$ cat src/rtl/fetch_pkg.sv
// Shared types and width helpers for the instruction fetch front end.
package fetch_pkg;

    localparam int INSTR_W  = 32;
    localparam int PC_MAX_W = 64;

    // Index width for an n-entry structure (at least one bit).
    function automatic int idx_w(input int n);
        return (n <= 2) ? 1 : $clog2(n);
    endfunction

    // Width able to hold the values 0..n.
    function automatic int cnt_w(input int n);
        return $clog2(n + 1);
    endfunction

    typedef struct packed {
        logic                fault;
        logic [PC_MAX_W-1:0] pc;
        logic [INSTR_W-1:0]  instr;
    } ibuf_entry_t;

    typedef struct packed {
        logic                valid;
        logic [PC_MAX_W-1:0] pc;
    } redirect_t;

endpackage

$ cat src/rtl/fetch_ibuf.sv
// Circular instruction buffer: up to FW writes per cycle starting at a slot
// offset, one read per cycle, synchronous flush.
module fetch_ibuf
    import fetch_pkg::*;
#(
    parameter int DEPTH = 8,
    parameter int FW    = 2,
    localparam int AW   = idx_w(DEPTH),
    localparam int CW   = cnt_w(DEPTH),
    localparam int SW   = idx_w(FW),
    localparam int NW   = cnt_w(FW),
    localparam int EW   = $bits(ibuf_entry_t)
) (
    input  logic             clk,
    input  logic             rst,
    input  logic             flush,
    input  logic             wr_en,
    input  logic [SW-1:0]    wr_start,
    input  logic [NW-1:0]    wr_num,
    input  logic [FW*EW-1:0] wr_data,
    input  logic             rd_en,
    output ibuf_entry_t      rd_data,
    output logic [CW-1:0]    count
);

    ibuf_entry_t         mem [DEPTH];
    logic [AW-1:0]       wp;
    logic [AW-1:0]       rp;
    logic [FW*EW-1:0]    shifted;
    logic [NW-1:0]       add_n;

    // Drop the leading slots so the first kept entry sits at lane 0.
    assign shifted = wr_data >> (EW * int'(wr_start));
    assign add_n   = wr_en ? wr_num : '0;
    assign rd_data = (count != '0) ? mem[rp] : '0;

    always_ff @(posedge clk) begin
        if (rst || flush) begin
            wp    <= '0;
            rp    <= '0;
            count <= '0;
        end else begin
            if (wr_en) begin
                for (int j = 0; j < FW; j++) begin
                    if (NW'(j) < wr_num) begin
                        mem[wp + AW'(j)] <= ibuf_entry_t'(shifted[j*EW +: EW]);
                    end
                end
                wp <= wp + AW'(wr_num);
            end
            if (rd_en) begin
                rp <= rp + AW'(1);
            end
            count <= count + CW'(add_n) - CW'(rd_en);
        end
    end

endmodule

$ cat src/rtl/fetch_unit.sv
// Fetch front end: issues block requests with bounded outstanding count,
// buffers returned instructions and hands them to the decoder one per cycle.
module fetch_unit
    import fetch_pkg::*;
#(
    parameter int              FW       = 2,
    parameter int              DEPTH    = 8,
    parameter int              OUTST    = 2,
    parameter int              PC_W     = 64,
    parameter logic [PC_W-1:0] RESET_PC = PC_W'(64'h8000_0000)
) (
    input  logic               CLK,
    input  logic               RST,
    output logic               imem_req_valid,
    input  logic               imem_req_ready,
    output logic [PC_W-1:0]    imem_req_addr,
    input  logic               imem_rsp_valid,
    input  logic [FW*32-1:0]   imem_rsp_data,
    input  logic               imem_rsp_err,
    input  logic               redirect_valid,
    input  logic [PC_W-1:0]    redirect_pc,
    output logic               dec_valid,
    input  logic               dec_ready,
    output logic [31:0]        dec_instr,
    output logic [PC_W-1:0]    dec_pc,
    output logic               dec_fault
);

    localparam int BLK_B   = FW * 4;
    localparam int BLK_LSB = $clog2(BLK_B);
    localparam int OFF_W   = idx_w(FW);
    localparam int IF_W    = cnt_w(OUTST);
    localparam int QW      = idx_w(OUTST);
    localparam int CW      = cnt_w(DEPTH);
    localparam int NW      = cnt_w(FW);
    localparam int EW      = $bits(ibuf_entry_t);

    logic [PC_W-1:0]  pc;
    logic [IF_W-1:0]  inflight;
    logic [IF_W-1:0]  drop_cnt;
    logic             halted;

    // Offset FIFO keeps the word-aligned request pc; its low bits are the slot offset.
    logic [PC_W-1:0]  q_pc [OUTST];
    logic [QW-1:0]    q_wp;
    logic [QW-1:0]    q_rp;

    redirect_t        redir;
    logic             req_fire;
    logic             keep;
    logic [PC_W-1:0]  rsp_pc;
    logic [PC_W-1:0]  rsp_base;
    logic [OFF_W-1:0] rsp_off;
    logic [31:0]      free_slots;
    logic [31:0]      need_slots;
    logic [CW-1:0]    count;
    logic [OFF_W-1:0] wr_start;
    logic [NW-1:0]    wr_num;
    logic [FW*EW-1:0] wr_data;
    ibuf_entry_t      head;

    function automatic logic [QW-1:0] q_next(input logic [QW-1:0] p);
        return (p == QW'(OUTST - 1)) ? '0 : p + QW'(1);
    endfunction

    assign redir = '{valid: redirect_valid, pc: PC_MAX_W'(redirect_pc & ~PC_W'(3))};

    // Both handshakes transfer on a cycle where valid and ready are high together;
    // a valid request is held stable until accepted, responses are never refused.
    assign imem_req_addr  = pc & ~PC_W'(BLK_B - 1);
    assign free_slots     = 32'(DEPTH) - 32'(count);
    assign need_slots     = 32'(FW) * (32'(inflight) + 32'd1);
    assign imem_req_valid = !RST && !halted && !redir.valid &&
                            (32'(inflight) < 32'(OUTST)) && (free_slots >= need_slots);
    assign req_fire       = imem_req_valid && imem_req_ready;

    assign rsp_pc   = q_pc[q_rp];
    assign rsp_base = rsp_pc & ~PC_W'(BLK_B - 1);
    assign rsp_off  = OFF_W'(rsp_pc[BLK_LSB-1:0] >> 2);
    assign keep     = imem_rsp_valid && !redir.valid && (drop_cnt == '0);
    assign wr_start = imem_rsp_err ? '0 : rsp_off;
    assign wr_num   = imem_rsp_err ? NW'(1) : NW'(FW) - NW'(rsp_off);

    always_comb begin
        wr_data = '0;
        if (imem_rsp_err) begin
            wr_data[EW-1:0] = {1'b1, PC_MAX_W'(rsp_pc), INSTR_W'(0)};
        end else begin
            for (int i = 0; i < FW; i++) begin
                wr_data[i*EW +: EW] = {1'b0, PC_MAX_W'(rsp_base + PC_W'(4 * i)),
                                       imem_rsp_data[i*INSTR_W +: INSTR_W]};
            end
        end
    end

    always_ff @(posedge CLK) begin
        if (RST) begin
            pc       <= RESET_PC;
            inflight <= '0;
            drop_cnt <= '0;
            halted   <= 1'b0;
            q_wp     <= '0;
            q_rp     <= '0;
        end else begin
            if (req_fire) begin
                q_pc[q_wp] <= pc;
                q_wp       <= q_next(q_wp);
            end
            if (imem_rsp_valid) begin
                q_rp <= q_next(q_rp);
            end
            inflight <= inflight + IF_W'(req_fire) - IF_W'(imem_rsp_valid);
            if (redir.valid) begin
                pc       <= redir.pc[PC_W-1:0];
                halted   <= 1'b0;
                drop_cnt <= inflight - IF_W'(imem_rsp_valid);
            end else begin
                if (req_fire) begin
                    pc <= imem_req_addr + PC_W'(BLK_B);
                end
                if (imem_rsp_valid && drop_cnt != '0) begin
                    drop_cnt <= drop_cnt - IF_W'(1);
                end
                if (keep && imem_rsp_err) begin
                    halted <= 1'b1;
                end
            end
        end
    end

    fetch_ibuf #(
        .DEPTH (DEPTH),
        .FW    (FW)
    ) u_ibuf (
        .clk      (CLK),
        .rst      (RST),
        .flush    (redir.valid),
        .wr_en    (keep),
        .wr_start (wr_start),
        .wr_num   (wr_num),
        .wr_data  (wr_data),
        .rd_en    (dec_valid && dec_ready),
        .rd_data  (head),
        .count    (count)
    );

    assign dec_valid = (count != '0);
    assign dec_instr = head.instr;
    assign dec_pc    = head.pc[PC_W-1:0];
    assign dec_fault = head.fault;

endmodule

$ cat config.mk
export PLATFORM = sky130hd
export DESIGN_NAME = fetch_unit
export DESIGN_NICKNAME = d
export VERILOG_FILES = /design/src/rtl/fetch_pkg.sv /design/src/rtl/fetch_ibuf.sv /design/src/rtl/fetch_unit.sv
export SDC_FILE = /design/constraint.sdc
export NUM_CORES = 1
export LEC_CHECK = 0
export BUFFER_PORTS_ARGS = -buffer_cell sky130_fd_sc_hd__buf_2
export CORE_MARGIN = 3
export CORE_UTILIZATION = 40
export DETAILED_ROUTE_END_ITERATION = 8
export MAX_ROUTING_LAYER = met4
export REMOVE_ABC_BUFFERS = 1
export SKIP_LAST_GASP = 1
export SLEW_MARGIN = 15
export SYNTH_ARGS = -nofsm -noshare
export SYNTH_HDL_FRONTEND = slang
export SYNTH_HIERARCHICAL = 1
export SYNTH_SLANG_ARGS = --single-unit
export TNS_END_PERCENT = 100
$ cat constraint.sdc
create_clock -name CLK -period 11.2 [get_ports CLK]
set_input_delay 2.24 -clock CLK [delete_from_list [all_inputs] [get_ports CLK]]
set_output_delay 2.24 -clock CLK [all_outputs]
set_load 0.02 [all_outputs]
* Yosys cells after proc, flatten, opt, wreduce, memory -nomap -nowiden
Memories as Yosys holds them, arrays and structs flattened. A register that Yosys moved wholly into a read port is not among the register bits. Cells that the tools add are included.
Word-level totals: bits in registers 81, memory bits (writable) 904, input bits 135, output and inout port bits 163, memories 2
Memories:
- u_ibuf.mem | words 8, bits a word 97, rd ports 1, clocked after Yosys merged registers in 1, wr ports 2, line fetch_ibuf.sv:26 | ibuf_entry_t mem [DEPTH];
- q_pc | words 2, bits a word 64, rd ports 1, clocked after Yosys merged registers in 1, wr ports 1, line fetch_unit.sv:44 | logic [PC_W-1:0] q_pc [OUTST];
Operators by class: add/subtract/negate cells 16, $mul 1, $lt $le $gt $ge 4, shift operators 1, multiplexer cells 27, reduce and logical (&&, ||, !) cells 20
Operators by type and width (count):
- 97-bit 2-to-1 mux | 2
- 193-bit by 32-bit right shift with 194-bit output | 1
- 64-bit 2-to-1 mux | 2
- 96-bit 2-to-1 mux | 1
- 64-bit by 3-bit adder with 64-bit output, second input constant | 1
- 64-bit by 4-bit adder with 64-bit output, second input constant | 1
- 32-bit by 4-bit greater-or-equal comparator with 1-bit output | 1
- 1-bit 2-to-1 mux | 16
- 1-bit logical AND | 10
- 7-bit by 1-bit multiplier with 8-bit output, first input constant | 1
- 2-bit 2-to-1 mux | 4
- 3-bit by 1-bit adder with 3-bit output, second input constant | 2
- 3-bit 2-to-1 mux | 2
- 2-bit nonzero test | 3
- 4-bit by 4-bit subtractor with 5-bit output, first input constant | 1
- 4-bit by 2-bit adder with 4-bit output | 1
- 1-bit by 2-bit < comparator with 1-bit output, first input constant | 2
- 4-bit nonzero test | 1
- 2-bit by 1-bit subtractor with 2-bit output | 2
- 4-bit by 1-bit subtractor with 4-bit output | 1
- 2-bit by 1-bit adder with 3-bit output, second input constant | 1
- 3-bit by 2-bit adder with 3-bit output | 1
- 1-bit zero test | 3
- 1-bit adder, second input constant | 2
- other kinds (7) | 7

* Longest topological paths before layout
depth in word-level cells 9, mapped depth 16, depth with buffers taken out 13

* By module
Netlist, hierarchy kept.
By module, submodules not included:
- fetch_ibuf | instances 1, cells each 3916, area each 41706.2 um^2, sequential area each 23562.6 um^2
- fetch_unit | instances 1, cells each 920, area each 9953.3 um^2, sequential area each 5124.9 um^2

* Least setup slack after synthesis
No wires, ideal clock.
kind input -> register, from input imem_rsp_err, to memory u_ibuf/mem[1][0] in the netlist's numbering, enable pin, setup time 0.696 ns, arrival 9.982 ns, setup slack 0.523 ns, stages on the path 4, path buffers 0, path through inv_1 > and2_1 > o2111ai_1 > o31ai_1
RTL lines:
- start: declaration | line fetch_unit.sv:19 | input logic imem_rsp_err,
- end: declaration | line fetch_ibuf.sv:26

==> results.yml <==
outcome:
  status: "finished clean"
clock_tree:
  cts_hold_buf: 0
  clockBufferDepth: 3
  clock_latency_ns: 0.70
  cts_root_buffer: "clkbuf_16"
  cts_tree: "built"
  post_cts_resized: 0
  cts_setup_buffers: 0
  path_clk_slew_ns: 0.06
  clock_sinks: 983
  cts_made_buffers: 108
  htreeDepth: 3
route:
  routed_wl_um: 165000
  postRouteAntennaNets: 0
  drt_iter0_markers: 4167
  drt-pass1-iter-count: 6
  vias: 39224
  drc: 0
  wl_per_cell_um: 25.2
  vias_per_cell: 6.01
min_path:
  hold_path.class: "reg2reg"
finish:
  layout.nets: 4928
  multi_input_area_um2: 20600
  area_growth_pct: 10.8
  final_area_um2: 57300
  fillers: 11741
  seqCellArea_um2: 28700
  drive_above_1_share_pct: 13.0
placement:
  place_area_um2: 53600
  dpl_worst_slack_ns: 3.89
  hpwl_um: 89300
  port_buffers: 292
  routabilityCongestion: 0.824
timing:
  slew_violations: 0
  fin_crit_sh_pct: 65.8
  setup_viol: 0
  worst_pin_slew_ns: 1.28
  setup_ws_ns: 3.83
  fin_skew_ns: 0.0325
  clock.fmax_ghz: 0.136
  finalCriticalPeriod_ns: 7.37
  tns_ns: 0
  relSlewSlack_pct: 14.2
  hold_viol_final: 0
  rsz0062_at_grt: "no"
grt:
  track_usage_pct: 24.7
  antenna_found_initial: 9
  gr-usage-met3_pct: 2.95
  grt_pass1_vias: 36318
  met1_usage_pct: 33.8
  grt_max_degree: 229
  grt.overflow.total: 0
  grt.busiest_layer: "met2"
  grt_use_met2_pct: 39.0
  grt_pass1_wl_um: 238000
die:
  rows: 131
  die_h_um: 365
  io_pins: 298
  dieArea_um2: 133000
  start_util_pct: 40.4
  core_area_um2: 128000
  die_x_um: 365
setup_path:
  critPathLaunchType: "flop"
  cp.arrival_ns: 5.13
  critical_path_class: "reg2out"
  cp_max_fo: 53
  critical_path.endpoint_type: "output port"
  required_ns: 8.96
synth:
  yosys-top-cells-area: "edfxtp_1, o21ai_0, nor2b_1"
  synth_warnings: 6
  synth-edff-count: 900
  synth.largest_area_cell: "edfxtp_1"
  ys_seq_area_share_pct: 55.5
  synthTopCellsByCount: "o21ai_0, edfxtp_1, nor2b_1"
  ys_types: 69
  synth-seq-cells: 983
  syn_avg_cell_area_um2: 10.7
  postSynthCellCount: 4836
  synth_flop_cell: "edfxtp_1"
  yosysMostFrequentCell: "o21ai_0"
  async_reset_ff_share_pct: 0
  synth_top_area_share_pct: 52.3
  synth_area_um2: 51700
power:
  leakage_uw: 0.0179
  power.density_nw_per_um2: 172
  fin_total_pwr_uw: 9820
  vdd_drop_max_uv: 263
job:
  maxCapViolations: 0
-- kinds of logic after synthesis --
family | Yosys count | share of synthesized area [%]
DFF | 983 | 55.5
AOI/OAI and AO/OA | 1969 | 21.3
other | 1 | 0.00726
muxes | 259 | 5.17
and+or+nand+nor | 986 | 11.6
buffers and inverters | 567 | 4.97
xor gates and xnor gates | 50 | 0.862
adders and majority gates | 21 | 0.538
-- critical path, cell delays in order (launching register included) --
cell,delay (ns)
dfxtp_4,0.93
buf_4,0.91
nor2b_4,0.38
buf_4,0.43
a22o_1,0.32
nor4_1,0.97
buf_2,0.34
-- cells in the final DEF (no fill, tap or decap), types with 32 or more instances in the layout --
master,count
a2111oi_0,97
buf_4,55
mux2_2,61
and2_1,170
clkbuf_16,112
nor2b_1,359
a21oi_1,32
a22o_1,99
o21ai_1,124
nand2_1,80
dfxtp_1,79
a211oi_1,101
nor2_1,32
nand2b_1,103
o21ai_0,1451
mux2i_1,198
edfxtp_1,900
xnor2_1,43
buf_2,291
nor4_1,111
-- registers in the layout, indices dropped and copies added, names as in the netlist, named ones only --
register      flops
u_ibuf/wp         3
q_rp              1
inflight          2
u_ibuf/rp         3
u_ibuf/count      4
drop_cnt          2
halted            1
pc               62
q_wp              1
q_pc            124
u_ibuf/mem      776
-- per-layer routing --
| layer | part of all wire, % | up-vias |
|---|---|---|
| met5 | 0 | - |
| met1 | 44 | 19212 |
| met2 | 47 | 1684 |
| met4 | 2.0 | 0 |
| li1 | - | 18067 |
| met3 | 7.2 | 261 |
-- final cells by class --
| type | instances | share of cell area, % |
|---|---|---|
| clock buffer | 142 | 5.20 |
| timing repair buffer | 355 | 3.58 |
| antenna | 4 | 0.0175 |
| multi-input combinational | 3296 | 36.1 |
| inverter | 28 | 0.184 |
| clock inverter | 60 | 1.20 |
| sequential | 983 | 50.1 |
| tap | 1662 | 3.63 |
-- per-stage QoR --
step	cells	util, %	hold WS [ns]
2_1_floorplan	4307	-	0.425
3_3_place_gp	6324	41.9	0.436
3_5_place_dp	6324	41.9	0.447
4_1_cts	6526	44.8	0.461
5_1_grt	6527	44.8	0.493
6_report	6530	44.8	0.459
-- worst paths after layout --
path | startpoint | to | slack [ns] | depth (start not counted)
hold / removal | pc[2] | q_pc[0][2] | 0.46 | 0
setup reg to reg | flop | u_ibuf/mem[6][46] | 6.04 | 6
hold reg to reg | pc[2] | q_pc[0][2] | 0.46 | 0
setup / recovery | flop | dec_pc[24] | 3.83 | 6
-- power breakdown --
part | internal (µW) | total, µW | leakage, µW | switching [µW]
Clock | 2190 | 3690 | 0.00180 | 1500
Combinational | 590 | 1920 | 0.00727 | 1330
Sequential | 4140 | 4210 | 0.00887 | 74.0
Power figures use the tool's default switching activity.
